--- src/rtl/acc_core_pkg.sv ---
// rtl/acc_core_pkg.sv - opcode and run-state types shared by acc_core and its ALU
package acc_core_pkg;

  typedef enum logic [3:0] {
    OP_NOP = 4'h0,
    OP_LD  = 4'h1,
    OP_ST  = 4'h2,
    OP_ADD = 4'h3,
    OP_SUB = 4'h4,
    OP_AND = 4'h5,
    OP_OR  = 4'h6,
    OP_XOR = 4'h7,
    OP_NOT = 4'h8,
    OP_LDZ = 4'h9,
    OP_JMP = 4'hA,
    OP_JZ  = 4'hB,
    OP_JC  = 4'hC,
    OP_SHL = 4'hD,
    OP_SHR = 4'hE,
    OP_HLT = 4'hF
  } opcode_e;

  typedef enum logic [1:0] {
    IDLE = 2'd0,
    RUN  = 2'd1,
    HALT = 2'd2
  } state_e;

endpackage

--- src/rtl/acc_core_alu.sv ---
// rtl/acc_core_alu.sv - combinational accumulator ALU; reports which of ACC/CY each opcode writes
module acc_core_alu
  import acc_core_pkg::*;
#(
  parameter int DATA_W = 8
) (
  input  opcode_e           op,
  input  logic [DATA_W-1:0] acc,
  input  logic [DATA_W-1:0] rn,
  input  logic [DATA_W-1:0] rz,
  output logic [DATA_W-1:0] acc_nxt,
  output logic              acc_we,
  output logic              cy_nxt,
  output logic              cy_we
);

  logic [DATA_W:0] sum;
  logic [DATA_W:0] diff;

  // The extra top bit is the carry for ADD and the borrow for SUB.
  assign sum  = {1'b0, acc} + {1'b0, rn};
  assign diff = {1'b0, acc} - {1'b0, rn};

  always_comb begin
    acc_nxt = acc;
    acc_we  = 1'b0;
    cy_nxt  = 1'b0;
    cy_we   = 1'b0;
    case (op)
      OP_LD:  begin acc_nxt = rn;       acc_we = 1'b1; end
      OP_ADD: begin acc_nxt = sum[DATA_W-1:0];  acc_we = 1'b1; cy_nxt = sum[DATA_W];  cy_we = 1'b1; end
      OP_SUB: begin acc_nxt = diff[DATA_W-1:0]; acc_we = 1'b1; cy_nxt = diff[DATA_W]; cy_we = 1'b1; end
      OP_AND: begin acc_nxt = acc & rn; acc_we = 1'b1; end
      OP_OR:  begin acc_nxt = acc | rn; acc_we = 1'b1; end
      OP_XOR: begin acc_nxt = acc ^ rn; acc_we = 1'b1; end
      OP_NOT: begin acc_nxt = ~acc;     acc_we = 1'b1; end
      OP_LDZ: begin acc_nxt = rz;       acc_we = 1'b1; end
      OP_SHL: begin acc_nxt = {acc[DATA_W-2:0], 1'b0}; acc_we = 1'b1; cy_nxt = acc[DATA_W-1]; cy_we = 1'b1; end
      OP_SHR: begin acc_nxt = {1'b0, acc[DATA_W-1:1]}; acc_we = 1'b1; cy_nxt = acc[0];        cy_we = 1'b1; end
      default: ;
    endcase
  end

endmodule

--- src/rtl/acc_core.sv ---
// rtl/acc_core.sv - parametrised accumulator core: single-cycle fetch/execute with START/BUSY/DONE control
module acc_core
  import acc_core_pkg::*;
#(
  parameter int DATA_W = 8,
  parameter int RA_W   = 2,
  parameter int PC_W   = 5
) (
  input  logic              CLK,
  input  logic              nRST,
  input  logic              START,
  input  logic [DATA_W-1:0] RZ,
  input  logic [PC_W+3:0]   INSTR,
  output logic [PC_W-1:0]   PC_OUT,
  output logic [DATA_W-1:0] RESULT,
  output logic              CY,
  output logic              BUSY,
  output logic              DONE
);

  localparam int NREG = 2**RA_W;

  state_e            state, state_nxt;
  logic [PC_W-1:0]   pc, pc_nxt;
  logic [DATA_W-1:0] acc;
  logic              cy;
  logic              z;
  logic [DATA_W-1:0] regs [NREG];

  opcode_e           op;
  logic [PC_W-1:0]   operand;
  logic [RA_W-1:0]   n;
  logic [DATA_W-1:0] rn;
  logic [DATA_W-1:0] alu_acc;
  logic              alu_acc_we, alu_cy, alu_cy_we;
  logic              run, launch, taken;

  assign op      = opcode_e'(INSTR[PC_W+3:PC_W]);
  assign operand = INSTR[PC_W-1:0];
  assign n       = operand[RA_W-1:0];
  assign rn      = regs[n];
  assign run     = (state == RUN);

  acc_core_alu #(.DATA_W(DATA_W)) u_alu (
    .op      (op),
    .acc     (acc),
    .rn      (rn),
    .rz      (RZ),
    .acc_nxt (alu_acc),
    .acc_we  (alu_acc_we),
    .cy_nxt  (alu_cy),
    .cy_we   (alu_cy_we)
  );

  always_comb begin
    state_nxt = state;
    pc_nxt    = pc;
    launch    = 1'b0;
    taken     = 1'b0;
    case (state)
      IDLE, HALT: begin
        if (START) begin
          state_nxt = RUN;
          pc_nxt    = '0;
          launch    = 1'b1;
        end
      end
      RUN: begin
        taken = (op == OP_JMP) || ((op == OP_JZ) && z) || ((op == OP_JC) && cy);
        if (op == OP_HLT) begin
          state_nxt = HALT;
        end else if (taken) begin
          pc_nxt = operand;
        end else begin
          pc_nxt = pc + PC_W'(1);
        end
      end
      default: state_nxt = IDLE;
    endcase
  end

  always_ff @(posedge CLK or negedge nRST) begin
    if (!nRST) begin
      state <= IDLE;
      pc    <= '0;
      acc   <= '0;
      cy    <= 1'b0;
      z     <= 1'b0;
    end else begin
      state <= state_nxt;
      pc    <= pc_nxt;
      if (launch) begin
        acc <= '0;
        cy  <= 1'b0;
        z   <= 1'b0;
      end else if (run) begin
        if (alu_acc_we) begin
          acc <= alu_acc;
          z   <= (alu_acc == '0);
        end
        if (alu_cy_we) cy <= alu_cy;
      end
    end
  end

  // Register file survives HALT and restart; only reset clears it.
  always_ff @(posedge CLK or negedge nRST) begin
    if (!nRST) begin
      for (int i = 0; i < NREG; i++) regs[i] <= '0;
    end else if (run && (op == OP_ST)) begin
      regs[n] <= acc;
    end
  end

  assign PC_OUT = pc;
  assign RESULT = acc;
  assign CY     = cy;
  assign BUSY   = run;
  assign DONE   = (state == HALT);

endmodule
--- config.mk ---
export PLATFORM = sky130hd
export DESIGN_NAME = acc_core
export DESIGN_NICKNAME = d
export VERILOG_FILES = /design/src/rtl/acc_core_pkg.sv /design/src/rtl/acc_core_alu.sv /design/src/rtl/acc_core.sv
export SDC_FILE = /design/constraint.sdc
export NUM_CORES = 1
export LEC_CHECK = 0
export ABC_AREA = 0
export CELL_PAD_IN_SITES_DETAIL_PLACEMENT = 0
export CELL_PAD_IN_SITES_GLOBAL_PLACEMENT = 1
export CORE_MARGIN = 4
export CORE_UTILIZATION = 48
export CTS_CLUSTER_SIZE = 14
export DETAILED_ROUTE_END_ITERATION = 7
export PLACE_DENSITY = 0.94
export SETUP_SLACK_MARGIN = 0.5
export SYNTH_ARGS = -nofsm -noshare
export SYNTH_HDL_FRONTEND = slang
export SYNTH_SLANG_ARGS = --single-unit
--- constraint.sdc ---
create_clock -name CLK -period 8.6 [get_ports CLK]
set_input_delay 1.29 -clock CLK [delete_from_list [all_inputs] [get_ports CLK]]
set_output_delay 1.29 -clock CLK [all_outputs]
set_load 0.01 [all_outputs]
==> summary by stage <==
Yosys
The synthesized design devotes to its leading area cell type 31.4% of total area. The most common cell in the netlist is sky130_fd_sc_hd__dfrtp_1. After synthesis the netlist holds a flip-flop and latch count of 49. In the synthesized netlist the dominant register cell turns out to be sky130_fd_sc_hd__dfrtp_1. The portion of the post-synthesis area used by sequential elements is 31.4%. After synthesis, the mean cell area works out to 8.73 µm². Counting flops with a built-in enable in the synthesized netlist gives 0.

Sorting the synthesized cells by how often they occur yields sky130_fd_sc_hd__dfrtp_1 (49), sky130_fd_sc_hd__nand2_1 (43), sky130_fd_sc_hd__o21ai_1 (33). The post-synthesis cell area is 0.00390 mm². Sorting the synthesized cells by area gives the leading types as sky130_fd_sc_hd__dfrtp_1 (31%), sky130_fd_sc_hd__ha_1 (8.7%), sky130_fd_sc_hd__mux4_2 (4.6%).

After synthesis, the share of flip-flops with an asynchronous set or reset is 100%. When the netlist entered floorplanning its net count stood at 496. The library cell occupying the most area in the post-synthesis netlist is sky130_fd_sc_hd__dfrtp_1. The post-synthesis cell count is 447. During synthesis, Yosys emitted a total of 0 warnings. The number of distinct library cells after synthesis is 65.

Outcome
The flow ran to the end, and the final reports show no timing, DRC or antenna violations.

Layout
From synthesis to final layout, the design area changed by 12.7%. The diode insertion count for antenna repair is 0. The fraction of layout cells with a size suffix above 1 is 7.45%. The final layout net count is 518.

Floorplan
The floorplan step defined a die boundary enclosing 0.00964 mm². The starting density of the core is 50.0%. The row count is 32.

The floorplan step set the die height to 98.2 µm. The floorplan die width is 98.2 µm. For this design the top-level I/O count stands at 36. The core area is 0.00781 mm².

Pwr
Total power for the finished layout comes to 0.00119 W. Dividing total power by cell area gives a power density of 272 mW/mm². The analysis attributes to cell leakage a power of 1.86 nW.

The maximum ir drop on the vdd rail is 0.000129 V.

Clock network
The root cell of the clock tree is sky130_fd_sc_hd__clkbuf_8. The buffers inserted during post-CTS setup optimization is 0. The clock reaches the later pin of the worst-skew pair after 0.31 ns. The maximum buffer depth of the clock tree is 2. After clock tree synthesis, the clock-pin slew on the worst setup and hold paths is 0.10 ns.

The number of levels in the clock H-tree is 2. The number of buffers added to fix hold violations after cts is 0. The quantity of gates resized following cts is 0. TritonCTS built the clock tree. In this run, CTS created clock tree buffers numbering 5. The clock drives 49 sinks.

Flow run
The total of max-cap violations is 0.

Place
The weighted congestion reported at the end of routability-driven placement is 0.930. The pre-CTS worst setup slack is 3.33 ns. Summed over all nets, the half-perimeter wirelength after detailed placement is 8520 µm. The count of input and output buffers is 35.

STA
Setup violations remaining at the end of the flow were counted as 0. The final hold violation count was 0. Based on the critical path, the design can be clocked at up to 205 MHz. The final max-slew violation count is 0. The worst-margin pin slew is 1.07 ns. Clock skew on the completed layout was measured at 0.00944 ns. Setup repair after global routing left no endpoint under its margin. Once routing completed, OpenROAD measured the worst setup slack at 3.71 ns. The routed design could run at a clock period as short as 4.89 ns.

The relative slew slack is 27.8%. Dividing the final minimum period by the clock period gives 56.8%. The summed negative setup slack over all endpoints is 0 ns. The tightest hold margin is 0.494 ns.

Setup path
Data on the critical path is required at its endpoint by 8.82 ns. The kind of end point of the critical path is a register. The type of origin of the critical path is an input port. For the worst setup path, the data arrival time is 5.11 ns.

In this run the worst path has a maximum fanout of 13. The critical path is of the input port to register type.

Route
The routed layout has 3,684 vias. Summed over all nets, wire length on met2 after detailed routing comes to 5530 µm. The total met3 wirelength after detailed routing is 880 µm. Dividing the detail-routed wire length by the instance count gives 20.6 µm. The uppermost layer routed is met4. In the routed layout, each cell is associated on average with a via count of 6.44. The met1 layer wirelength in the final routing is 5100 µm.

For this run, design rule violations remaining after detail routing come to 0. The number of DRC markers after the initial detailed-route iteration is 402. Once detail routing completed, the nets flagged for antenna violations numbered 0. The first detailed-routing pass ran for 5 iterations.

Summed over all layers, the routed wires come to 11,800 µm.

GRT
Entering global routing, the biggest net connects 50 pins. The via count of the first global-routing pass is 3,530. The overflow left after global routing is 0. The initial antenna violation count is 0. The global-route wire length before repair is 19,300 µm. Global routing used 24.7% of the available tracks across all layers.

Hold path
In this run the worst hold path is classified as register to register.
==> state kept, by name, summed over array words and instances (netlist names) <==
name / flops
regs: 32
RESULT: 8
PC_OUT: 5
state: 2
CY: 1
z: 1
==> layout make-up <==
class	instances	area, µm²
inverters	28	105
clock inverters	2	17.5
multi-input cells	345	2460
fillers	751	3410
well taps	102	128
clock buffers	6	82.6
flip-flops and latches	49	1230
repair buffers	40	383
==> worst max-delay path, cell delays in order <==
cell	delay, ns
sky130_fd_sc_hd__clkdlybuf4s50_1	0.94
sky130_fd_sc_hd__mux4_2	0.65
sky130_fd_sc_hd__ha_1	0.25
sky130_fd_sc_hd__fa_1	0.43
sky130_fd_sc_hd__a211oi_1	0.51
sky130_fd_sc_hd__nor4_1	0.10
sky130_fd_sc_hd__nor4_1	0.21
sky130_fd_sc_hd__and3_1	0.20
sky130_fd_sc_hd__nor3b_1	0.18
sky130_fd_sc_hd__nand4_1	0.12
sky130_fd_sc_hd__o31ai_1	0.21
==> stage by stage <==
step / instance area (µm²) / instances / utilization (%)
after floorplan: 3900 / 447 / -
after global placement: 4300 / 564 / 55.0
after detailed placement: 4300 / 564 / 55.0
after CTS: 4400 / 572 / 56.3
after global routing: 4400 / 572 / 56.3
final: 4400 / 572 / 56.3
==> layer usage <==
metal,vias to the layer above,track usage [%]
li1,1700,-
met1,1799,35.9
met2,159,38.4
met3,26,2.71
met4,0,8.19
met5,-,0
==> kinds of logic (layout without fill, tap and decap cells) <==
group	after synthesis	count (layout)	share of synthesized area, %
compound gates	144	144	24.1
flops	49	49	31.4
buf+inv	53	76	5.67
fa+ha+maj	29	29	9.68
simple gates	144	144	19.2
mux	24	24	9.07
xor+xnor	4	4	0.898
==> cells in the final DEF, fill, tap and decap left out, types with 8 or more instances in the layout <==
cell type,netlist,routed
sky130_fd_sc_hd__a21oi_1,17,17
sky130_fd_sc_hd__a22oi_1,8,8
sky130_fd_sc_hd__and3_1,8,8
sky130_fd_sc_hd__clkdlybuf4s50_1,0,34
sky130_fd_sc_hd__dfrtp_1,49,49
sky130_fd_sc_hd__ha_1,27,27
sky130_fd_sc_hd__inv_1,24,24
sky130_fd_sc_hd__mux2_2,8,8
sky130_fd_sc_hd__mux4_2,8,8
sky130_fd_sc_hd__nand2_1,43,43
sky130_fd_sc_hd__nand2b_1,10,10
sky130_fd_sc_hd__nand3_1,18,18
sky130_fd_sc_hd__nor2_1,21,21
sky130_fd_sc_hd__nor2b_1,11,11
sky130_fd_sc_hd__o21ai_0,25,25
sky130_fd_sc_hd__o21ai_1,33,33
==> power breakdown <==
part | switching, W | leakage, nW | internal, W
Combinational | 0.000379 | 1.16 | 0.000277
Sequential | 0.0000855 | 0.654 | 0.000303
Clock | 0.0000833 | 0.0518 | 0.0000670
Total | 0.000548 | 1.86 | 0.000647
==> worst paths after layout <==
check / start / to / slack, ns / depth (start not counted)
max: INSTR[0] / z / 3.71 / 11
min: regs[7] / regs[7] / 0.49 / 2
max reg2reg: regs[0] / z / 5.38 / 10
min reg2reg: regs[7] / regs[7] / 0.49 / 2
max in group asynchronous: nRST / regs[12] / 6.75 / 1
min in group asynchronous: nRST / regs[2] / 1.18 / 1
Power figures use the tool's default switching activity.
